`src/rtl/uart_rx_framer.sv`:
```
// Parametrised UART receiver: oversampled start/data/parity/stop framing into a one-entry
// valid/ready holding register. Define UART_RX_MAJORITY_EN for a 2-of-3 vote per bit sample.
//
// state  | meaning
// IDLE   | line idle; a low tick starts a frame once the line has been seen high
// START  | confirming the start bit at mid-bit (false start returns to IDLE)
// DATA   | shifting in DATA_BITS data bits, LSB first
// PARITY | comparing the parity bit against the received data
// STOP   | sampling STOP_BITS stop bits; last sample raises done and re-arms
module uart_rx_framer #(
    parameter int DATA_BITS   = 8,
    parameter int PARITY      = 0,
    parameter int STOP_BITS   = 1,
    parameter int OVERSAMPLE  = 16,
    parameter int SYNC_STAGES = 2
) (
    input  logic                 i_clk,
    input  logic                 i_rst_n,
    input  logic                 i_rx,
    input  logic                 i_tick,
    output logic [DATA_BITS-1:0] o_data,
    output logic                 o_parity_err,
    output logic                 o_frame_err,
    output logic                 o_valid,
    input  logic                 i_ready,
    output logic                 o_overrun,
    output logic                 o_busy
);
    localparam int TW  = $clog2(OVERSAMPLE);
    localparam int MID = OVERSAMPLE / 2 - 1;
`ifdef UART_RX_MAJORITY_EN
    localparam int SAMP = MID + 1;
`else
    localparam int SAMP = MID;
`endif

    typedef enum logic [2:0] {S_IDLE, S_START, S_DATA, S_PARITY, S_STOP} state_t;

    state_t                 state_q, state_d;
    logic [SYNC_STAGES-1:0] sync_q, sync_d;
    logic [TW-1:0]          tcnt_q, tcnt_d;
    logic [3:0]             bcnt_q, bcnt_d;
    logic [DATA_BITS-1:0]   shift_q, shift_d;
    logic                   perr_q, perr_d;
    logic                   ferr_q, ferr_d;
    logic                   arm_q, arm_d;
    logic                   done_q, done_d;
    logic [DATA_BITS-1:0]   hold_data_q, hold_data_d;
    logic                   hold_perr_q, hold_perr_d;
    logic                   hold_ferr_q, hold_ferr_d;
    logic                   valid_q, valid_d;
    logic                   overrun_q, overrun_d;
    logic                   busy_q, busy_d;
    logic                   rx_s, at_samp, sample;
`ifdef UART_RX_MAJORITY_EN
    logic [1:0]             vote_q, vote_d;
`endif

    assign rx_s    = sync_q[SYNC_STAGES-1];
    assign at_samp = (tcnt_q == TW'(SAMP));
`ifdef UART_RX_MAJORITY_EN
    assign sample  = (vote_q[0] & vote_q[1]) | (vote_q[0] & rx_s) | (vote_q[1] & rx_s);
`else
    assign sample  = rx_s;
`endif

    always_comb begin
        state_d     = state_q;
        sync_d      = {sync_q[SYNC_STAGES-2:0], i_rx};
        tcnt_d      = tcnt_q;
        bcnt_d      = bcnt_q;
        shift_d     = shift_q;
        perr_d      = perr_q;
        ferr_d      = ferr_q;
        arm_d       = arm_q;
        done_d      = 1'b0;
        hold_data_d = hold_data_q;
        hold_perr_d = hold_perr_q;
        hold_ferr_d = hold_ferr_q;
        valid_d     = valid_q;
        overrun_d   = overrun_q;
`ifdef UART_RX_MAJORITY_EN
        vote_d      = vote_q;
`endif
        if (i_tick) begin
            tcnt_d = (tcnt_q == TW'(OVERSAMPLE - 1)) ? '0 : tcnt_q + 1'b1;
`ifdef UART_RX_MAJORITY_EN
            if (tcnt_q == TW'(MID - 1)) vote_d[0] = rx_s;
            if (tcnt_q == TW'(MID))     vote_d[1] = rx_s;
`endif
            case (state_q)
                S_IDLE: begin
                    tcnt_d = '0;
                    if (rx_s) arm_d = 1'b1;
                    if (!rx_s && arm_q) state_d = S_START;
                end
                S_START: if (at_samp) begin
                    if (!sample) begin
                        state_d = S_DATA;
                        bcnt_d  = '0;
                        perr_d  = 1'b0;
                        ferr_d  = 1'b0;
                    end else begin
                        state_d = S_IDLE;
                    end
                end
                S_DATA: if (at_samp) begin
                    shift_d = {sample, shift_q[DATA_BITS-1:1]};
                    if (bcnt_q == 4'(DATA_BITS - 1)) begin
                        bcnt_d  = '0;
                        state_d = (PARITY != 0) ? S_PARITY : S_STOP;
                    end else begin
                        bcnt_d = bcnt_q + 1'b1;
                    end
                end
                S_PARITY: if (at_samp) begin
                    perr_d  = sample != ((PARITY == 1) ? ^shift_q : ~^shift_q);
                    state_d = S_STOP;
                end
                S_STOP: if (at_samp) begin
                    if (!sample) ferr_d = 1'b1;
                    if (bcnt_q == 4'(STOP_BITS - 1)) begin
                        // A low final stop bit (break) must see the line high before re-arming.
                        state_d = S_IDLE;
                        done_d  = 1'b1;
                        arm_d   = sample;
                        bcnt_d  = '0;
                    end else begin
                        bcnt_d = bcnt_q + 1'b1;
                    end
                end
                default: state_d = S_IDLE;
            endcase
        end

        if (done_q) begin
            if (!valid_q || i_ready) begin
                hold_data_d = shift_q;
                hold_perr_d = perr_q;
                hold_ferr_d = ferr_q;
                valid_d     = 1'b1;
                if (valid_q) overrun_d = 1'b0;
            end else begin
                overrun_d = 1'b1;
            end
        end else if (valid_q && i_ready) begin
            valid_d     = 1'b0;
            overrun_d   = 1'b0;
            hold_perr_d = 1'b0;
            hold_ferr_d = 1'b0;
        end
        busy_d = (state_d != S_IDLE);
    end

    always_ff @(posedge i_clk) begin
        if (!i_rst_n) begin
            state_q     <= S_IDLE;
            sync_q      <= '1;
            tcnt_q      <= '0;
            bcnt_q      <= '0;
            shift_q     <= '0;
            perr_q      <= 1'b0;
            ferr_q      <= 1'b0;
            arm_q       <= 1'b1;
            done_q      <= 1'b0;
            hold_data_q <= '0;
            hold_perr_q <= 1'b0;
            hold_ferr_q <= 1'b0;
            valid_q     <= 1'b0;
            overrun_q   <= 1'b0;
            busy_q      <= 1'b0;
`ifdef UART_RX_MAJORITY_EN
            vote_q      <= 2'b11;
`endif
        end else begin
            state_q     <= state_d;
            sync_q      <= sync_d;
            tcnt_q      <= tcnt_d;
            bcnt_q      <= bcnt_d;
            shift_q     <= shift_d;
            perr_q      <= perr_d;
            ferr_q      <= ferr_d;
            arm_q       <= arm_d;
            done_q      <= done_d;
            hold_data_q <= hold_data_d;
            hold_perr_q <= hold_perr_d;
            hold_ferr_q <= hold_ferr_d;
            valid_q     <= valid_d;
            overrun_q   <= overrun_d;
            busy_q      <= busy_d;
`ifdef UART_RX_MAJORITY_EN
            vote_q      <= vote_d;
`endif
        end
    end

    assign o_data       = hold_data_q;
    assign o_parity_err = hold_perr_q;
    assign o_frame_err  = hold_ferr_q;
    assign o_valid      = valid_q;
    assign o_overrun    = overrun_q;
    assign o_busy       = busy_q;
endmodule
```
`config.mk`:
```
export PLATFORM = sky130hd
export DESIGN_NAME = uart_rx_framer
export DESIGN_NICKNAME = d
export VERILOG_FILES = /design/src/rtl/uart_rx_framer.sv
export SDC_FILE = /design/constraint.sdc
export NUM_CORES = 1
export LEC_CHECK = 0
export CAP_MARGIN = 20
export CORE_MARGIN = 2
export CORE_UTILIZATION = 45
export DETAILED_ROUTE_END_ITERATION = 16
export DONT_BUFFER_PORTS = 1
export SLEW_MARGIN = 5
export SYNTH_ARGS = -nofsm -noshare
export SYNTH_HDL_FRONTEND = slang
export SYNTH_SLANG_ARGS = --single-unit
```
`constraint.sdc`:
```
create_clock -name i_clk -period 2.3 [get_ports i_clk]
set_input_delay 0.46 -clock i_clk [delete_from_list [all_inputs] [get_ports i_clk]]
set_output_delay 0.46 -clock i_clk [all_outputs]
set_load 0.03 [all_outputs]
```
==> flow_summary.yaml, run 1 <==
timing:
  slew_viol_final: 0
  clock.fmax_mhz: 503
  period_minus_slack_ns: 1.99
  finalSetupTns_ns: 0
  relSlewSlack_pct: 69.5
  rsz0062_at_grt: "false"
  setup_viol: 0
  hold_violations: 0
  finalCritPeriodShare_pct: 86.5
  hold-worst-slack_ns: 0.230
  setup_ws_ns: 0.312
  tightest_slew_ns: 0.453
  clock_skew_ns: 0.00707
worst_setup_path:
  cp.arrival_ns: 2.21
  critPathKind: "reg2reg"
  worstSetupEndpointType: "flop"
  r2r_start: "tcnt_q[0]$_SDFFE_PN0P_"
  r2r_end: "bcnt_q[3]$_SDFFE_PN0P_"
  crit_start: "tcnt_q[0]$_SDFFE_PN0P_"
  rrSetupSlack_ns: 0.31
  crit_path_max_fanout: 7
  crit_end: "bcnt_q[3]$_SDFFE_PN0P_"
  cp_data_required_time_ns: 2.52
  reg2reg_depth: 6
  worstSetupStartpointType: "flop"
yosys:
  syn_nets: 215
  yosysWarnings: 0
  syn_inst: 207
  avgSynthCellArea_um2: 8.66
  synth_edf_count: 0
  async_reset_ff_share_pct: 0
  ys_ff_latch: 38
  yosysSeqAreaShare_pct: 42.5
  synth.distinct_cells: 50
  syn_area_um2: 1790
  synthFlopType: "dfxtp_1"
layout:
  antenna_cells: 0
  area_growth_pct: 8.31
  layout.nets: 211
  final_core_util_pct: 51.8
  fillers: 373
  drive_gt1_share_pct: 8.82
  post-route-cell-area_um2: 1940
power:
  switchingPower_w: 0.000258
  p_clk_share_pct: 50.1
  pwr-share-seq_pct: 48.0
  vdd_drop_max_mv: 0.336
  leakagePower_nw: 0.710
  p_per_area_nw_per_um2: 716
  p_int_w: 0.00113
  swShare_pct: 18.6
  combPwrFrac_pct: 1.9
clock_tree:
  cts_tree: "built"
  cts.sinks: 38
  cts_hold_buffers: 0
  cts.repair.resized: 0
  cts_buffer_depth: 2
  clock_latency_ns: 0.30
  htreeDepth: 2
  post-cts-setup-buffers: 0
  cts_root_buffer: "clkbuf_8"
  cts_buffers: 5
  cts.reportedPaths.clkPinSlew_ns: 0.08
die:
  num_rows: 22
  core-area_um2: 3740
  die_w_um: 67.1
  start_util_pct: 47.9
  ios: 18
  die_h_um: 67.1
  die-area_um2: 4500
global_routing:
  grt_use_total_pct: 18.1
  grt_pass1_vias: 1438
  antenna_found_initial: 0
  grt_pass1_wl_um: 6070
  grt_remaining_overflow: 0
  grt_max_degree: 29
route:
  wl_um: 3500
  ant_nets: 0
  wl_per_cell_um: 13.9
  vias: 1436
  drt_iter0_markers: 102
  vias_per_cell: 5.70
  route.detailed.drc: 0
  drtPass1Iterations: 4
place:
  dp_hpwl_um: 2490
  post-place-ws_ns: 0.339
  portBuffers: 0
  place_area_um2: 1800
  place_congestion: 0.802
hold_path:
  hold_path_class: "in2reg"
outcome:
  status: "finished clean"
job:
  max_cap_violations: 0
==> critical path: stages, from the launching register on <==
cell and delay, ns:
dfxtp_1 0.40, ha_1 0.25, and3b_1 0.30, and2_4 0.23
o21ai_4 0.09, or4b_1 0.50, a31oi_1 0.16
==> sequential cells by signal (all words and copies together) (netlist names) <==
register / flops
o_data: 8
shift_q: 8
bcnt_q: 4
tcnt_q: 4
state_q: 3
sync_q: 2
arm_q: 1
done_q: 1
ferr_q: 1
o_busy: 1
o_frame_err: 1
o_overrun: 1
o_parity_err: 1
o_valid: 1
perr_q: 1
==> worst min-delay path by stage <==
stage	cells past startpoint	slack (ns)	endpoint	start
finish	1	0.23	sync_q[1]$_SDFF_PN1_	i_rst_n
global route	1	0.24	sync_q[1]$_SDFF_PN1_	i_rst_n
CTS	1	0.22	sync_q[1]$_SDFF_PN1_	i_rst_n
detailed placement	1	0.42	sync_q[1]$_SDFF_PN1_	sync_q[0]$_SDFF_PN1_
global placement	1	0.39	sync_q[1]$_SDFF_PN1_	sync_q[0]$_SDFF_PN1_
floorplan	1	0.39	sync_q[1]$_SDFF_PN1_	sync_q[0]$_SDFF_PN1_
==> placed cells by master, fill, tap and decap left out, types with 2 or more instances in the layout <==
cell type  synthesis  routed
a21oi_1           19      19
clkbuf_8           0       6
bufinv_16          0       2
ha_1               3       3
inv_1              7       7
nand2_1           21      21
and2_1             3       3
nor2b_1            3       3
xor2_1             2       2
a31oi_1            4       4
o21ai_0            8       8
dfxtp_1           38      38
nand3_1           14      14
a32oi_1            2       2
nor2_1            14      14
mux2i_1            8       8
o31a_1             2       2
nand2b_1           7       7
o22ai_1            3       3
xnor2_1            6       6
a21o_1             3       3
nor4_1             3       3
==> synth_stat cells (all sizes together) (2+ instances only) <==
cell type | instances | share of area [%]
a32oi | 2 | 0.98
o21ai | 9 | 3.1
nor2 | 14 | 2.9
clkbuf | 7 | 1.5
nand2 | 21 | 4.4
o31a | 2 | 0.98
o22ai | 3 | 1.0
nand2b | 7 | 2.4
buf | 5 | 2.0
nor4 | 3 | 1.0
inv | 8 | 1.7
nor2b | 3 | 1.0
nand3 | 15 | 4.5
and2 | 5 | 2.0
xor2 | 2 | 0.98
a31oi | 4 | 1.4
a21o | 3 | 1.3
dfxtp | 38 | 42
mux2i | 8 | 4.5
xnor2 | 6 | 2.9
ha | 3 | 2.1
a21oi | 20 | 5.8
nor3 | 2 | 1.2
==> metal layers <==
layer  global-route usage, %  routed length [um]  vias up
met3                    7.09                 163        6
met1                    19.8                1530      676
met5                       0                   0        -
met2                    30.2                1740       30
li1                        -                   -      724
met4                    9.18                  59        0
==> per-stage QoR <==
stage	total power (W)	std cells
after floorplan	0.000707	207
after global placement	0.000708	244
after detailed placement	0.000709	244
after CTS	0.00140	252
after global routing	0.00144	252
final	0.00139	252
==> power by group through the flow <==
| stage | Clock [W] | Sequential [W] | Combinational, W |
|---|---|---|---|
| final | 0.000697 | 0.000667 | 0.0000265 |
| after global routing | 0.000740 | 0.000667 | 0.0000303 |
| after CTS | 0.000711 | 0.000667 | 0.0000267 |
| after detailed placement | 0 | 0.000682 | 0.0000264 |
| after global placement | 0 | 0.000682 | 0.0000257 |
| after floorplan | 0 | 0.000678 | 0.0000287 |
==> cell families after synthesis <==
| family | Yosys count | share of synthesized area (%) |
|---|---|---|
| flip-flops | 38 | 42.5 |
| adder cells (fa/ha/maj) | 3 | 2.10 |
| AO/OA/AOI/OAI | 51 | 18.5 |
| XOR/XNOR | 8 | 3.91 |
| AND/OR/NAND/NOR | 79 | 23.5 |
| multiplexers | 8 | 4.47 |
| buffers and inverters | 20 | 5.10 |
==> area by class of cell <==
type	instances	area [um^2]	area share (%)
Inverter	8	30.0	1.55
Tap cell	48	60.1	3.09
Multi-Input combinational cell	149	940	48.4
Sequential cell	38	761	39.2
Timing Repair Buffer	1	7.51	0.387
Clock inverter	2	60.1	3.09
Clock buffer	6	82.6	4.26
No activity file was read; power rests on OpenSTA's default activity.
==> run 2, diff against run 1 <==
Settings changed: CTS_CLUSTER_DIAMETER set to 60, SKIP_LAST_GASP set to 1.
==> results of run 2 <==
No change in the layout: final DEF, timing and power equal those of run 1.
